--- src/rtl/dma_scheduler.sv ---
// DMA descriptor scheduler: per-requester descriptor FIFOs, round-robin grant, one copy job in flight.
// Define DMA_SCHED_STATS_EN to build the stat_jobs / stat_busy counters (tied to zero otherwise).
module dma_scheduler #(
  parameter int NUM_REQ = 2,
  parameter int Q_DEPTH = 2
) (
  input  logic                       clk,
  input  logic                       rst,
  input  logic [NUM_REQ-1:0]         req_valid,
  output logic [NUM_REQ-1:0]         req_ready,
  input  logic [64*NUM_REQ-1:0]      req_src,
  input  logic [64*NUM_REQ-1:0]      req_dst,
  input  logic [32*NUM_REQ-1:0]      req_len,
  input  logic [NUM_REQ-1:0]         req_src_res,
  input  logic [NUM_REQ-1:0]         req_dst_res,
  input  logic [8*NUM_REQ-1:0]       req_tag,
  output logic                       dma_start,
  output logic [63:0]                dma_src,
  output logic [63:0]                dma_dst,
  output logic [31:0]                dma_len,
  output logic                       dma_src_res,
  output logic                       dma_dst_res,
  input  logic                       dma_done,
  output logic                       cmp_valid,
  input  logic                       cmp_ready,
  output logic [$clog2(NUM_REQ)-1:0] cmp_id,
  output logic [7:0]                 cmp_tag,
  output logic                       cmp_err,
  output logic [31:0]                stat_jobs,
  output logic [31:0]                stat_busy
);
  localparam int          IDW = $clog2(NUM_REQ);
  localparam int          AW  = $clog2(Q_DEPTH);
  localparam int          CW  = AW + 1;
  localparam int unsigned NRU = NUM_REQ;

  typedef enum logic [1:0] {IDLE, ISSUE, WAIT, CMPL} state_t;
  state_t r_state, w_state_nxt;

  logic [63:0]        r_q_src  [NUM_REQ][Q_DEPTH];
  logic [63:0]        r_q_dst  [NUM_REQ][Q_DEPTH];
  logic [31:0]        r_q_len  [NUM_REQ][Q_DEPTH];
  logic               r_q_sres [NUM_REQ][Q_DEPTH];
  logic               r_q_dres [NUM_REQ][Q_DEPTH];
  logic [7:0]         r_q_tag  [NUM_REQ][Q_DEPTH];
  logic [AW-1:0]      r_wr  [NUM_REQ];
  logic [AW-1:0]      r_rd  [NUM_REQ];
  logic [AW:0]        r_cnt [NUM_REQ];

  logic [NUM_REQ-1:0] w_push, w_pop, w_nempty;
  logic               w_any, w_hs;
  logic [IDW-1:0]     w_gnt, w_cand, w_rr_nxt, r_rr_ptr;

  logic [63:0]        r_job_src, r_job_dst;
  logic [31:0]        r_job_len;
  logic               r_job_sres, r_job_dres;
  logic [7:0]         r_job_tag;
  logic [IDW-1:0]     r_job_id;
  logic [1:0]         r_wait_cnt;
  logic               r_cmp_err;

  always_comb begin
    req_ready = '0;
    w_nempty  = '0;
    w_push    = '0;
    for (int unsigned i = 0; i < NRU; i++) begin
      req_ready[i] = (r_cnt[i] != CW'(Q_DEPTH));
      w_nempty[i]  = (r_cnt[i] != '0);
      w_push[i]    = req_valid[i] & req_ready[i];
    end
  end

  // First non-empty queue scanning upward from r_rr_ptr, wrapping at NUM_REQ.
  always_comb begin
    w_any  = 1'b0;
    w_gnt  = '0;
    w_cand = '0;
    for (int unsigned k = 0; k < NRU; k++) begin
      w_cand = IDW'((32'(r_rr_ptr) + k) % NRU);
      if (!w_any && w_nempty[w_cand]) begin
        w_any = 1'b1;
        w_gnt = w_cand;
      end
    end
    w_pop = '0;
    if (r_state == IDLE && w_any) w_pop[w_gnt] = 1'b1;
  end

  assign w_hs     = (r_state == CMPL) && cmp_ready;
  assign w_rr_nxt = (r_job_id == IDW'(NUM_REQ - 1)) ? '0 : r_job_id + IDW'(1);

  always_comb begin
    w_state_nxt = r_state;
    case (r_state)
      IDLE:    if (w_any) w_state_nxt = ISSUE;
      ISSUE:   w_state_nxt = (r_job_sres && r_job_dres) ? WAIT : CMPL;
      WAIT:    if (r_wait_cnt == 2'd2 && dma_done) w_state_nxt = CMPL;
      CMPL:    if (cmp_ready) w_state_nxt = IDLE;
      default: w_state_nxt = IDLE;
    endcase
  end

  always_ff @(posedge clk) begin
    for (int unsigned i = 0; i < NRU; i++) begin
      if (w_push[i]) begin
        r_q_src[i][r_wr[i]]  <= req_src[64*i +: 64];
        r_q_dst[i][r_wr[i]]  <= req_dst[64*i +: 64];
        r_q_len[i][r_wr[i]]  <= req_len[32*i +: 32];
        r_q_sres[i][r_wr[i]] <= req_src_res[i];
        r_q_dres[i][r_wr[i]] <= req_dst_res[i];
        r_q_tag[i][r_wr[i]]  <= req_tag[8*i +: 8];
      end
    end
  end

  always_ff @(posedge clk) begin
    if (rst) begin
      r_state    <= IDLE;
      r_rr_ptr   <= '0;
      r_job_src  <= '0;
      r_job_dst  <= '0;
      r_job_len  <= '0;
      r_job_sres <= 1'b0;
      r_job_dres <= 1'b0;
      r_job_tag  <= '0;
      r_job_id   <= '0;
      r_wait_cnt <= '0;
      r_cmp_err  <= 1'b0;
      for (int unsigned i = 0; i < NRU; i++) begin
        r_wr[i]  <= '0;
        r_rd[i]  <= '0;
        r_cnt[i] <= '0;
      end
    end else begin
      r_state <= w_state_nxt;
      for (int unsigned i = 0; i < NRU; i++) begin
        if (w_push[i]) r_wr[i] <= r_wr[i] + AW'(1);
        if (w_pop[i])  r_rd[i] <= r_rd[i] + AW'(1);
        r_cnt[i] <= r_cnt[i] + CW'(w_push[i]) - CW'(w_pop[i]);
      end
      if (r_state == IDLE && w_any) begin
        r_job_src  <= r_q_src[w_gnt][r_rd[w_gnt]];
        r_job_dst  <= r_q_dst[w_gnt][r_rd[w_gnt]];
        r_job_len  <= r_q_len[w_gnt][r_rd[w_gnt]];
        r_job_sres <= r_q_sres[w_gnt][r_rd[w_gnt]];
        r_job_dres <= r_q_dres[w_gnt][r_rd[w_gnt]];
        r_job_tag  <= r_q_tag[w_gnt][r_rd[w_gnt]];
        r_job_id   <= w_gnt;
      end
      // The WAIT counter saturates at 2 so a done level left over from the previous job is masked.
      if (r_state == ISSUE) begin
        r_wait_cnt <= '0;
        r_cmp_err  <= ~(r_job_sres & r_job_dres);
      end else if (r_state == WAIT && r_wait_cnt != 2'd2) begin
        r_wait_cnt <= r_wait_cnt + 2'd1;
      end
      if (w_hs) r_rr_ptr <= w_rr_nxt;
    end
  end

  assign dma_start   = (r_state == ISSUE) && r_job_sres && r_job_dres;
  assign dma_src     = r_job_src;
  assign dma_dst     = r_job_dst;
  assign dma_len     = r_job_len;
  assign dma_src_res = r_job_sres;
  assign dma_dst_res = r_job_dres;
  assign cmp_valid   = (r_state == CMPL);
  assign cmp_id      = r_job_id;
  assign cmp_tag     = r_job_tag;
  assign cmp_err     = r_cmp_err;

`ifdef DMA_SCHED_STATS_EN
  logic [31:0] r_stat_jobs, r_stat_busy;

  always_ff @(posedge clk) begin
    if (rst) begin
      r_stat_jobs <= '0;
      r_stat_busy <= '0;
    end else begin
      if (w_hs)             r_stat_jobs <= r_stat_jobs + 32'd1;
      if (r_state != IDLE)  r_stat_busy <= r_stat_busy + 32'd1;
    end
  end

  assign stat_jobs = r_stat_jobs;
  assign stat_busy = r_stat_busy;
`else
  assign stat_jobs = '0;
  assign stat_busy = '0;
`endif
endmodule

--- config.mk ---
export PLATFORM = sky130hd
export DESIGN_NAME = dma_scheduler
export DESIGN_NICKNAME = d
export VERILOG_FILES = /design/src/rtl/dma_scheduler.sv
export SDC_FILE = /design/constraint.sdc
export NUM_CORES = 1
export LEC_CHECK = 0
export ABC_AREA = 0
export ABC_CLOCK_PERIOD_IN_PS = 9300
export BUFFER_PORTS_ARGS = -buffer_cell sky130_fd_sc_hd__buf_2
export CAP_MARGIN = 20
export CORE_MARGIN = 3
export CORE_UTILIZATION = 40
export DETAILED_ROUTE_END_ITERATION = 16
export PLACE_DENSITY_LB_ADDON = 0.05
export REMOVE_ABC_BUFFERS = 1
export SETUP_SLACK_MARGIN = 0.1
export SLEW_MARGIN = 20
export SYNTH_ARGS = -nofsm -noshare
export SYNTH_HDL_FRONTEND = slang
export SYNTH_SLANG_ARGS = --single-unit
export TNS_END_PERCENT = 100
--- constraint.sdc ---
create_clock -name clk -period 9.3 [get_ports clk]
set_clock_uncertainty 0.15 [all_clocks]
set_input_delay 0 -clock clk [delete_from_list [all_inputs] [get_ports clk]]
set_output_delay 0 -clock clk [all_outputs]
set_load 0.05 [all_outputs]
==> run summary <==
DR vias: 21,103
CTS buffer count: 92
met1 usage: 25.8%
io pins: 586
clock transition at the registers of the reported paths: 0.06 ns
RSZ-0062 raised after global routing: false
clk sinks: 865
max-cap viol count: 0
Clock Tree Buf Depth: 3
DRT Pass-1 Iters: 5
Die Wd: 289 um
largest family of logic cells by synthesized area: multiplexers
number of global-route vias before repair: 22,148
compound-cell area share of the yosys netlist: 5.61%
gr ovfl total: 0
synth warn: 0
initial antenna violation count: 12
Routed Antenna Nets: 0
busiest grt layer: met2
Synth cell types: 34
Total Power: 12.8 mW
GPL Wtd Cong: 0.735
status: finished, final reports clean
area grow syn2layout: 41.7%
post-CTS setup buffers: 0
share of cells above drive strength 1: 21.7%
CTS tree: built
worst skew pair latency: 0.62 ns
Worst Hold Class: input port to flop
initial core utilization: 40.5%
slew margin rel.: 22.4%
DRC errors left: 0
first-pass GRT wire length: 132,000 um
final max-slew violation count: 0
worst-margin pin slew: 1.16 ns
Max Fclk: 307 MHz
# rows: 103
post-synthesis register bit count: 865
syn_area_per_cell: 16.3 um2
post-synthesis xor/xnor area fraction: 0.136%
Post-Route WL: 90,000 um
initial DRC count: 1,077
cells after synthesis: 1,968
total leakage power: 17.7 nW
crit path capture type: flop
GRT Resource Usage Total: 20.9%
Post-DP HPWL: 51,500 um
Synth Area in Adders: 0.351%
post-route setup TNS: 0 ns
Crit path arrival time: 3.33 ns
mean routed wirelength per cell: 20.9 um
Worst Setup Start Kind: flop
maximum VDD drop: 0.245 mV
Power per Cell Area: 282 nW/um2
r2r setup slk: 6.04 ns
port bufs: 521
CP required: 9.38 ns
# fillers: 6,460
crit path time final: 3.26 ns
core area: 79,300 um2
Die ar.: 83,700 um2
multiplexer share of the synthesized area: 10.6%
final setup violation count: 0
Synth Area in Simple Gates: 4.57%
Crit Path Max Fanout: 61
Worst Path Class, Setup: flop to flop
root buffer cell: clkbuf_16
# H-tree levels: 3
met2 Resource Use GR: 37.0%
largest net degree at the start of global routing: 138
sequential-to-total area share from yosys stat: 75.2%
final hold viol count: 0
nets: 3,519
Vias/cell: 4.90
DIE HEIGHT: 289 um
final period utilization: 35.0%
GR Util met3: 4.11%
synthesized area: 32,100 um2
utilization after layout: 57.4%
worst max-delay path, stage by stage (launching register included):
cell and delay (ns):
dfxtp_1 0.36, inv_1 0.07, nand2_1 0.09, and3_4 0.45, buf_4 0.76, buf_4 0.92
stage by stage:
step / worst slack, ns / hold slack [ns] / area [um2] / cells
final: 6.04 / 0.0174 / 45500 / 4303
after global routing: 5.84 / 0.00941 / 45500 / 4296
after CTS: 5.96 / 0.000339 / 45400 / 4287
after detailed placement: 5.98 / 0.0408 / 35600 / 3451
after global placement: 5.78 / 0.0383 / 35500 / 3448
after floorplan: 0.349 / -0.0784 / 31300 / 1853
layout make-up:
cell class | count | area [um2] | share of cell area, %
Timing Repair Buffer | 1217 | 9640 | 21.2
Multi-Input combinational cell | 979 | 7140 | 15.7
Clock buffer | 128 | 2560 | 5.62
Sequential cell | 865 | 24200 | 53.1
Inverter | 9 | 33.8 | 0.0742
Clock inverter | 42 | 627 | 1.38
Antenna cell | 13 | 32.5 | 0.0715
Tap cell | 1050 | 1310 | 2.89
layer usage:
layer / share of wire (%) / up-vias
li1: - / 9797
met1: 40 / 10589
met2: 51 / 568
met3: 5.9 / 145
met4: 2.7 / 4
met5: 0.023 / -
final timing paths:
path,start,to,cells past startpoint
max,r_cnt[0][0],r_q_src[0][6],5
min,req_dst[57],r_q_dst[0][57],2
max reg2reg,r_cnt[0][0],r_q_src[0][6],5
min reg2reg,dma_src[37],dma_src[37],1
report_power, final:
group	total (mW)	switching [mW]	internal [mW]
logic	3.95	2.64	1.32
registers	5.07	0.217	4.85
clock network	3.82	1.48	2.34
sequential cells by signal, summed over array words and instances (netlist names), 2 cells and up:
name        flops
r_q_dres        4
dma_len        32
r_state         2
r_q_src       256
dma_dst        64
r_q_dst       256
r_q_len       128
r_wr            2
dma_src        64
r_q_sres        4
cmp_tag         8
r_rd            2
r_wait_cnt      2
r_cnt           4
r_q_tag        32
Yosys cell counts, drive strengths merged:
cell	n	area share [%]
nand2b	3	0.066
o22a	1	0.027
edfxtp	684	64
mux2i	341	11
a311oi	1	0.027
nor3	2	0.031
or2	3	0.058
a211oi	3	0.070
conb	1	0.012
nor4	1	0.039
dfxtp	181	11
a21oi	2	0.031
inv	9	0.11
and2	1	0.019
nor2	13	0.16
xor2	2	0.055
buf	146	3.0
nor2b	5	0.097
a221oi	2	0.055
a22oi	1	0.023
xnor2	3	0.082
o21ai	1	0.016
clkbuf	32	0.37
a2111oi	1	0.027
o22ai	1	0.039
nand2	346	4.0
and3	3	0.058
ha	9	0.35
a32o	170	5.3
kinds of logic (layout without fill, tap and decap cells):
group,after synthesis,after routing
mux,341,341
fa+ha+maj,9,9
simple gates,377,377
xor+xnor,5,5
flops,865,865
compound gates,183,183
other cells,1,77
buf+inv,187,1396
layout by cell type (no fill, tap or decap), types with 5 or more instances in the layout:
cell           count
bufinv_16         15
edfxtp_1         684
a32o_1           170
dlygate4sd3_1    667
clkbuf_1          24
buf_4             20
clkinv_2          12
clkinv_1           7
diode_2           13
buf_12             5
clkbuf_8          12
conb_1            64
ha_1               9
nor2_1            10
nand2_1          346
clkbuf_16         92
dfxtp_1          181
buf_2            521
mux2i_1          341
inv_1              9
what timing repair did:
action,4_1_cts,5_1_grt
gates resized for setup,0,0
hold buffers,666,1
endpoints found under the hold margin,749,2
Power figures use the tool's default switching activity.
